File: config.mk
export PLATFORM = sky130hd
export DESIGN_NAME = dcache_dm
export DESIGN_NICKNAME = d
export VERILOG_FILES = /design/src/rtl/dcache_pkg.sv /design/src/rtl/dcache_store.sv /design/src/rtl/dcache_dm.sv
export SDC_FILE = /design/constraint.sdc
export NUM_CORES = 2
export LEC_CHECK = 0
export BUFFER_PORTS_ARGS = -buffer_cell sky130_fd_sc_hd__clkbuf_2
export CORE_UTILIZATION = 30
export DETAILED_ROUTE_END_ITERATION = 6
export MAX_ROUTING_LAYER = met4
export PLACE_DENSITY = 0.54
export SLEW_MARGIN = 20
export SYNTH_ARGS = -nofsm -noshare
export SYNTH_HDL_FRONTEND = slang
export SYNTH_HIERARCHICAL = 1
export SYNTH_SLANG_ARGS = --single-unit
export TNS_END_PERCENT = 100
File: constraint.sdc
create_clock -name clk_i -period 7.6 [get_ports clk_i]
set_clock_uncertainty 0.15 [all_clocks]
set_input_delay 1.14 -clock clk_i [delete_from_list [all_inputs] [get_ports clk_i]]
set_output_delay 1.14 -clock clk_i [all_outputs]
set_load 0.01 [all_outputs]
File: src/rtl/dcache_pkg.sv
// Shared types and address-split helpers for the direct-mapped data cache.
package dcache_pkg;

    typedef enum logic [1:0] {
        ST_IDLE  = 2'd0,
        ST_FILL  = 2'd1,
        ST_WRITE = 2'd2
    } state_e;

    localparam int unsigned WORD_W     = 32;
    localparam int unsigned BYTE_OFF_W = 2;
    localparam int unsigned MAX_ADDR_W = 64;

    function automatic int unsigned offset_w(input int unsigned words);
        return $unsigned($clog2(words));
    endfunction

    function automatic int unsigned index_w(input int unsigned lines);
        return $unsigned($clog2(lines));
    endfunction

    function automatic int unsigned tag_w(input int unsigned addr_w, input int unsigned lines,
                                          input int unsigned words);
        return addr_w - BYTE_OFF_W - offset_w(words) - index_w(lines);
    endfunction

    // Address fields are extracted from a zero-extended address so one helper serves every ADDR_W.
    function automatic int unsigned get_offset(input logic [MAX_ADDR_W-1:0] addr,
                                               input int unsigned words);
        return 32'((addr >> BYTE_OFF_W) & MAX_ADDR_W'(words - 1));
    endfunction

    function automatic int unsigned get_index(input logic [MAX_ADDR_W-1:0] addr,
                                              input int unsigned lines, input int unsigned words);
        return 32'((addr >> (BYTE_OFF_W + offset_w(words))) & MAX_ADDR_W'(lines - 1));
    endfunction

    function automatic logic [MAX_ADDR_W-1:0] get_tag(input logic [MAX_ADDR_W-1:0] addr,
                                                      input int unsigned lines,
                                                      input int unsigned words);
        return addr >> (BYTE_OFF_W + offset_w(words) + index_w(lines));
    endfunction

endpackage

File: src/rtl/dcache_store.sv
// Valid/tag/data arrays: one combinational lookup port, a word write port, a tag/valid write port.
module dcache_store
    import dcache_pkg::*;
#(
    parameter int unsigned LINES = 16,
    parameter int unsigned WORDS = 4,
    parameter int unsigned TAG_W = 26,
    parameter int unsigned IDX_W = index_w(LINES),
    parameter int unsigned OFF_W = offset_w(WORDS)
) (
    input  logic              clk_i,
    input  logic              rst_i,
    input  logic              inv_i,
    input  logic [IDX_W-1:0]  lk_index_i,
    input  logic [OFF_W-1:0]  lk_offset_i,
    input  logic [TAG_W-1:0]  lk_tag_i,
    output logic              lk_hit_c,
    output logic [WORD_W-1:0] lk_word_c,
    input  logic              word_we_i,
    input  logic [IDX_W-1:0]  word_index_i,
    input  logic [OFF_W-1:0]  word_offset_i,
    input  logic [WORD_W-1:0] word_data_i,
    input  logic              line_we_i,
    input  logic [IDX_W-1:0]  line_index_i,
    input  logic [TAG_W-1:0]  line_tag_i
);

    logic [LINES-1:0]  valid_q;
    logic [TAG_W-1:0]  tag_q  [LINES];
    logic [WORD_W-1:0] data_q [LINES][WORDS];

    // Valid bits are the only reset state; reset and invalidate both clear every line.
    always_ff @(posedge clk_i) begin
        if (rst_i || inv_i) begin
            valid_q <= '0;
        end else if (line_we_i) begin
            valid_q[line_index_i] <= 1'b1;
        end
    end

    always_ff @(posedge clk_i) begin
        if (line_we_i) begin
            tag_q[line_index_i] <= line_tag_i;
        end
        if (word_we_i) begin
            data_q[word_index_i][word_offset_i] <= word_data_i;
        end
    end

    assign lk_hit_c  = valid_q[lk_index_i] && (tag_q[lk_index_i] == lk_tag_i);
    assign lk_word_c = data_q[lk_index_i][lk_offset_i];

endmodule

File: src/rtl/dcache_dm.sv
// Direct-mapped, write-through, no-write-allocate data cache with a req/ack memory port.
module dcache_dm
    import dcache_pkg::*;
#(
    parameter int unsigned ADDR_W = 32,
    parameter int unsigned LINES  = 16,
    parameter int unsigned WORDS  = 4
) (
    input  logic              clk_i,
    input  logic              rst_i,
    input  logic              inv_i,
    input  logic              x_dm_ren_i,
    input  logic              x_dm_wen_i,
    input  logic [ADDR_W-1:0] x_dm_addr_i,
    input  logic [WORD_W-1:0] x_dm_din_i,
    output logic [WORD_W-1:0] m_dm_dout_o,
    output logic              stall_o,
    output logic              mem_req_o,
    output logic              mem_we_o,
    output logic [ADDR_W-1:0] mem_addr_o,
    output logic [WORD_W-1:0] mem_wdata_o,
    input  logic [WORD_W-1:0] mem_rdata_i,
    input  logic              mem_ack_i
);

    localparam int unsigned OFF_W = offset_w(WORDS);
    localparam int unsigned IDX_W = index_w(LINES);
    localparam int unsigned TAG_W = tag_w(ADDR_W, LINES, WORDS);

    logic [MAX_ADDR_W-1:0] addr_ext;
    logic [TAG_W-1:0]      req_tag;
    logic [IDX_W-1:0]      req_index;
    logic [OFF_W-1:0]      req_offset;

    assign addr_ext   = MAX_ADDR_W'(x_dm_addr_i);
    assign req_tag    = TAG_W'(get_tag(addr_ext, LINES, WORDS));
    assign req_index  = IDX_W'(get_index(addr_ext, LINES, WORDS));
    assign req_offset = OFF_W'(get_offset(addr_ext, WORDS));

    state_e            state_q, state_d;
    logic [OFF_W-1:0]  beat_q, beat_d;
    logic [WORD_W-1:0] dout_q, dout_d;

    logic              hit_c;
    logic [WORD_W-1:0] hit_word_c;
    logic              inv_all;
    logic              word_we;
    logic [OFF_W-1:0]  word_offset;
    logic [WORD_W-1:0] word_data;
    logic              line_we;

    dcache_store #(
        .LINES (LINES),
        .WORDS (WORDS),
        .TAG_W (TAG_W),
        .IDX_W (IDX_W),
        .OFF_W (OFF_W)
    ) u_store (
        .clk_i         (clk_i),
        .rst_i         (rst_i),
        .inv_i         (inv_all),
        .lk_index_i    (req_index),
        .lk_offset_i   (req_offset),
        .lk_tag_i      (req_tag),
        .lk_hit_c      (hit_c),
        .lk_word_c     (hit_word_c),
        .word_we_i     (word_we),
        .word_index_i  (req_index),
        .word_offset_i (word_offset),
        .word_data_i   (word_data),
        .line_we_i     (line_we),
        .line_index_i  (req_index),
        .line_tag_i    (req_tag)
    );

    always_ff @(posedge clk_i) begin
        if (rst_i) begin
            state_q <= ST_IDLE;
            beat_q  <= '0;
            dout_q  <= '0;
        end else begin
            state_q <= state_d;
            beat_q  <= beat_d;
            dout_q  <= dout_d;
        end
    end

    // The request is not latched: the core holds x_dm_* stable while stalled.
    always_comb begin
        state_d     = state_q;
        beat_d      = beat_q;
        dout_d      = dout_q;
        stall_o     = 1'b0;
        mem_req_o   = 1'b0;
        mem_we_o    = 1'b0;
        mem_addr_o  = '0;
        mem_wdata_o = '0;
        inv_all     = 1'b0;
        word_we     = 1'b0;
        word_offset = req_offset;
        word_data   = x_dm_din_i;
        line_we     = 1'b0;
        unique case (state_q)
            ST_IDLE: begin
                if (inv_i) begin
                    inv_all = 1'b1;
                    stall_o = 1'b1;
                end else if (x_dm_wen_i) begin
                    stall_o = 1'b1;
                    state_d = ST_WRITE;
                end else if (x_dm_ren_i) begin
                    if (hit_c) begin
                        dout_d = hit_word_c;
                    end else begin
                        stall_o = 1'b1;
                        beat_d  = '0;
                        state_d = ST_FILL;
                    end
                end
            end
            ST_FILL: begin
                stall_o     = 1'b1;
                mem_req_o   = 1'b1;
                mem_addr_o  = {req_tag, req_index, beat_q, 2'b00};
                word_offset = beat_q;
                word_data   = mem_rdata_i;
                if (mem_ack_i) begin
                    word_we = 1'b1;
                    beat_d  = beat_q + OFF_W'(1);
                    if (beat_q == OFF_W'(WORDS - 1)) begin
                        line_we = 1'b1;
                        state_d = ST_IDLE;
                    end
                end
            end
            ST_WRITE: begin
                stall_o     = 1'b1;
                mem_req_o   = 1'b1;
                mem_we_o    = 1'b1;
                mem_addr_o  = {x_dm_addr_i[ADDR_W-1:2], 2'b00};
                mem_wdata_o = x_dm_din_i;
                if (mem_ack_i) begin
                    word_we = hit_c;
                    stall_o = 1'b0;
                    state_d = ST_IDLE;
                end
            end
            default: state_d = ST_IDLE;
        endcase
    end

    assign m_dm_dout_o = dout_q;

endmodule

# Word level (Yosys, flattened, before mapping)
# Memory sizes are Yosys's and may differ from the RTL's.
# Index checks and enable logic that the tools add are counted.
[totals] ff_bits=52 latch_bits=0 ram_bits=2432 rom_bits=0 input_bits=102 word_cells=87 mem_count=2
[classes] addsub=1 n_mul=0 div=0 order_cmp=5 eq_ne=13 n_shift=0 muxes=47 bitwise=5 n_reduce_logical=10
[memory_table] memory="u_store.data_q" words=16 width=128 rd=1 rd_ports_with_merged_regs=0 wr=1 line_no="dcache_store.sv:30" rtl="logic [WORD_W-1:0] data_q [LINES][WORDS];"
[memory_table] memory="u_store.tag_q" words=16 width=24 rd=1 rd_ports_with_merged_regs=0 wr=1 line_no="dcache_store.sv:29" rtl="logic [TAG_W-1:0] tag_q [LINES];"
[ops] operator="$mux 32" n=5
[ops] operator="$mux 128" n=1
[ops] operator="$bmux 32 s2" n=1
[ops] operator="$demux 32 s2" n=1
[ops] operator="$pmux 32 s2" n=1
[ops] operator="$mux 2" n=13
[ops] operator="$eq 24x24->1" n=1
[ops] operator="$mux 1" n=19
[ops] operator="$or 16x16->16" n=1
[ops] operator="$ne 2x2->1 const B" n=7
[ops] operator="$reduce_and 6->1" n=2
[ops] operator="$ge 3x3->1 const B" n=2
[ops] operator="$ne 3x3->1 const B" n=2
[ops] operator="$not 2->3" n=2
[ops] operator="$pmux 2 s3" n=1
[ops] operator="$lt 4x5->1 const B" n=1
[ops] operator="$reduce_and 5->1" n=1
[ops] operator="$bmux 1 s4" n=1
[ops] operator="$demux 1 s4" n=1
[ops] operator="$eq 2x2->1 const B" n=2
[ops] operator="$ge 4x1->1 const B" n=1
[ops] operator="$pmux 2 s2" n=1
[ops] operator="$logic_and 1x1->1" n=3
[ops] operator="$lt 3x1->1 const B" n=1
[ops] operator="other kinds (9)" n=10

# Depth between registers and ports, before layout
[depth] ltp_word=8 mapped_depth=16 ltp_nobuf=10

# Cells and area by module
# The synthesis kept the hierarchy.
[modules_own_cells] module="dcache_store" n_inst=1 cells_per_inst=3689 area_per_inst_um2=93400.8 seq_area_each_um2=73350.3
[modules_own_cells] module="dcache_dm" n_inst=1 cells_per_inst=307 area_per_inst_um2=2548.7 seq_area_each_um2=720.7

# Worst setup path before layout
# OpenSTA, ideal clock, no wires.
[synth_timing] path_type="input to register" startpoint="input port x_dm_addr_i[5]" endpoint="memory u_store/data_q[13][100] (netlist name) (enable)" setup_time_ns=0.421 arrival_ns=5.632 required_ns=7.029 slack_ns=1.397 cell_stages=15 path_buffers=6 path_cell_list="buf_4 > buf_2 > buf_2 > buf_1 > mux4_2 > mux2i_1 > xor2_1 > nand3_1 > a221oi_1 > and4_1 > o211a_1 > or3b_2 > clkbuf_1 > clkbuf_1 > nor2_1"
[synth_between] elab_chain_cells=7 word_cells_on_any_way=9
[synth_lines] item="start, declared" line_no="dcache_dm.sv:14" rtl="input logic [ADDR_W-1:0] x_dm_addr_i,"
[synth_lines] item="$mem_v2 16x24 / $bmux 1 s4 (equally long branches)"
[synth_lines] item="$eq 24x24->1 / $mux 1 (equally long branches)" line_no="dcache_store.sv:50" rtl="assign lk_hit_c = valid_q[lk_index_i] && (tag_q[lk_index_i] == lk_tag_i);"
[synth_lines] item="$logic_and 1x1->1 *" line_no="dcache_store.sv:50"
[synth_lines] item="named net hit_c" line_no="dcache_dm.sv:44" rtl="logic hit_c;"
[synth_lines] item="$mux 1 *" line_no="dcache_dm.sv:142" rtl="if (mem_ack_i) begin"
[synth_lines] item="$pmux 1 s2 *" line_no="dcache_dm.sv:103" rtl="unique case (state_q)"
[synth_lines] item="named net word_we" line_no="dcache_dm.sv:47" rtl="logic word_we;"
[synth_lines] item="$mux 1 *" line_no="dcache_store.sv:45" rtl="if (word_we_i) begin"
[synth_lines] item="$mux 128 (implied by the code) *" line_no="dcache_store.sv:46" rtl="data_q[word_index_i][word_offset_i] <= word_data_i;"
[synth_lines] item="end, declared" line_no="dcache_store.sv:30"
# The timed path passes the listed nets; every way through them passes the cells marked *. The select of a mux whose other input is x is not followed.

# Worst setup path after layout
[layout_timing] startpoint="input port x_dm_addr_i[4]" endpoint="output port stall_o"
[layout_between] elab_chain_cells=8 word_cells_on_any_way=10
[layout_lines] item="$mem_v2 16x24 / $bmux 1 s4 (equally long branches)"
[layout_lines] item="$eq 24x24->1 / $mux 1 (equally long branches)" line_no="dcache_store.sv:50"
[layout_lines] item="$logic_and 1x1->1 *" line_no="dcache_store.sv:50"
[layout_lines] item="named net hit_c" line_no="dcache_dm.sv:44"
[layout_lines] item="$mux 1 *" line_no="dcache_dm.sv:112" rtl="if (hit_c) begin"
[layout_lines] item="$mux 1 *" line_no="dcache_dm.sv:111" rtl="end else if (x_dm_ren_i) begin"
[layout_lines] item="$mux 1 *" line_no="dcache_dm.sv:108" rtl="end else if (x_dm_wen_i) begin"
[layout_lines] item="$mux 1 *" line_no="dcache_dm.sv:105" rtl="if (inv_i) begin"
[layout_lines] item="$pmux 1 s3 *" line_no="dcache_dm.sv:103"
[layout_lines] item="end, declared" line_no="dcache_dm.sv:17" rtl="output logic stall_o,"
# Marks and branches as above.

==> results.cfg <==
[worst_setup_path]
crit_top_cell = mux4_2
cp.arrival_ns = 4.68
crit_family = multiplexers
required_ns = 6.31
cp-start-kind = primary input
crit_path_end_kind = primary output
path_class = primary input to primary output
crit_chain = buf_8 -> buf_12 -> mux4_2 -> mux4_2 -> xnor2_1 -> nand4_1 -> a221oi_1 -> and4_1 -> nor2b_1 -> o31ai_1 -> a31oi_1 -> clkbuf_2
crit_fanout = 42
cpMaxStageDelayCell = mux4_2
crit_buf_inv = 3
max_stage_delay_ns = 0.55

[place]
dp_hpwl_um = 129600
gp_congestion = 0.7896
dp_worst_setup_slack_ns = 1.281
portBuffers = 196
placed_cell_area_um2 = 103900

[global_route]
track_usage_pct = 15.12
overflow = 0
grt_max_degree = 141
grt_first_pass_wirelength_um = 340100
grt_pass1_vias = 45510
antenna_found_initial = 19

[run_status]
status = finished, final reports clean

[finish]
fill_cells = 29110
drive_gt1_share_pct = 34.64
nets = 4485
fin_area_um2 = 111400
ff_latch_area_um2 = 74070
area_growth_pct = 16.14
multi_input_area_um2 = 21420

[die]
core_um2 = 318100
initial_core_util_pct = 30.17
rows = 207
top_level_ports = 201
die_w_um = 567.5
die_h_um = 567.5
dieArea_um2 = 322100

[sta]
rsz0062_at_grt = false
finalCriticalPeriod_ns = 5.965
finalHoldViolCount = 0
finalWorstSetupSlack_ns = 1.635
tns_ns = 0
clock.fmax_ghz = 0.1676
fin_crit_sh_pct = 78.49
slew_headroom_pct = 12.43
worst_pin_slew_ns = 1.313
setup_viol_count_final = 0
whs_ns = 0.3141
slew_viol_final = 0

[detailed_routing]
initialDrtViolationCount = 4170
vias = 43460
wire_per_inst_um = 27.43
antenna_left = 0
drc = 0
viasPerCell = 4.966
wirelength_um = 240100
drt_pass1_iterations = 7

[synthesis]
synth_warnings = 6
ys_types = 54
synth_top_area_share_pct = 76.11
synthArstFlopShare_pct = 0
synth_edf_count = 2432
synth-seq-area-share_pct = 77.20
synth.largest_area_cell = edfxtp_1
synth_flop_cell = edfxtp_1
postSynthCellCount = 3996
syn_area_per_cell_um2 = 24.01
synth.area.top_cells = edfxtp_1, mux4_2, dfxtp_1
synth_area_um2 = 95950
ys_ff_latch = 2484

[power]
peakVddDrop_v = 0.0001732
p_per_area_nw_per_um2 = 267.8
total_power_uw = 29840
p_leak_uw = 0.03403

[cts]
hold_buffers = 0
insertion_delay_ns = 0.87
h-tree-depth = 4
cts_max_path_buffers = 4
post_cts_buffers = 0
cts.repair.resized = 0
cts_buffers = 234
clock-sinks = 2484
path_clk_slew_ns = 0.06
cts_root_buf = clkbuf_16
cts_tree = built

[worst_hold_path]
hp-class = flop to flop

[flow_run]
drv_cap = 0
-- cell usage in the layout (no fill, tap or decap), drive strengths merged, types with 36 or more instances in the layout --
master	n
buf	169
dfxtp	52
mux2i	48
clkbuf	493
and2	60
edfxtp	2432
o21ai	45
mux4	768
mux2	40
a21oi	38
nand3b	36
clkinv	94
nor2	81
-- cells by family (layout without fill, tap and decap cells) --
| kind of cell | after synthesis | count (layout) | share of synthesized area, % |
|---|---|---|---|
| other | 1 | 7 | 0.003908 |
| muxes | 856 | 856 | 19.00 |
| AOI/OAI and AO/OA | 125 | 125 | 0.7772 |
| xor gates and xnor gates | 40 | 40 | 0.3651 |
| and+or+nand+nor | 254 | 254 | 1.417 |
| buffers and inverters | 229 | 799 | 1.150 |
| adders and majority gates | 7 | 7 | 0.09128 |
| DFF | 2484 | 2484 | 77.20 |
-- stage by stage --
step / cells / utilization (%)
final: 8752 / 35.04
after global routing: 8748 / 35.03
after CTS: 8747 / 35.02
after detailed placement: 8320 / 32.67
after global placement: 8318 / 32.65
after floorplan: 3997 / -
-- sequential cells by signal (all words and copies together) (netlist names) --
register         cells
u_store/data_q    2048
u_store/tag_q      384
m_dm_dout_o         32
u_store/valid_q     16
state_q              2
beat_q               2
-- layout make-up --
| cell class | instances | share of cell area [%] |
|---|---|---|
| antenna | 5 | 0.01123 |
| clock buffer | 301 | 5.646 |
| clock inverter | 126 | 1.067 |
| inverter | 11 | 0.03705 |
| multi-input combinational | 1284 | 19.22 |
| sequential | 2484 | 66.47 |
| tap | 4180 | 4.693 |
| timing repair buffer | 361 | 2.854 |
-- power by group --
part | switching (uW) | internal [uW]
Sequential | 6.31 | 15800
Clock | 5000 | 6540
Combinational | 1740 | 726
-- cell usage after synthesis, types with 2 or more instances --
cell      count
nor3_1        7
buf_2        75
mux2_2       40
and2_1       60
mux4_2      768
clkbuf_1     87
nand2b_1      6
a21boi_0      2
dfxtp_1      52
nand4_1       5
o21ai_0      43
xnor2_1      18
nand3b_1     36
nand3_1      15
o21a_1       17
edfxtp_1   2432
and4_1        2
or3_1         2
o21ai_1       2
nand2_1      26
nor2b_1       6
a31oi_1       3
xor2_1       22
mux2i_1      48
o211a_1       2
a221oi_1      4
buf_6        11
nor2_1       81
o22ai_1       2
buf_1        27
a21oi_1      38
or3b_2        2
buf_4        18
inv_1        11
ha_1          7
-- final timing paths --
path | cells after the start | to | from | slack (ns)
max reg2reg | 12 | u_store/data_q[0][107]$_DFFE_PP_ | u_store/tag_q[3][21]$_DFFE_PP_ | 2.67
max | 12 | stall_o | x_dm_addr_i[4] | 1.63
min reg2reg | 1 | u_store/valid_q[4]$_SDFFE_PP0P_ | u_store/valid_q[4]$_SDFFE_PP0P_ | 0.31
min | 1 | u_store/valid_q[4]$_SDFFE_PP0P_ | u_store/valid_q[4]$_SDFFE_PP0P_ | 0.31
-- layer usage --
metal / wire length [um] / share of wire [%] / GRT usage, %
met5: 0 / 0 / -
met4: 6434 / 2.7 / 4.216
met3: 13390 / 5.6 / 2.197
met2: 121200 / 50 / 24.99
met1: 99090 / 41 / 19.44
Note: power is estimated with default switching activity, not from simulation.
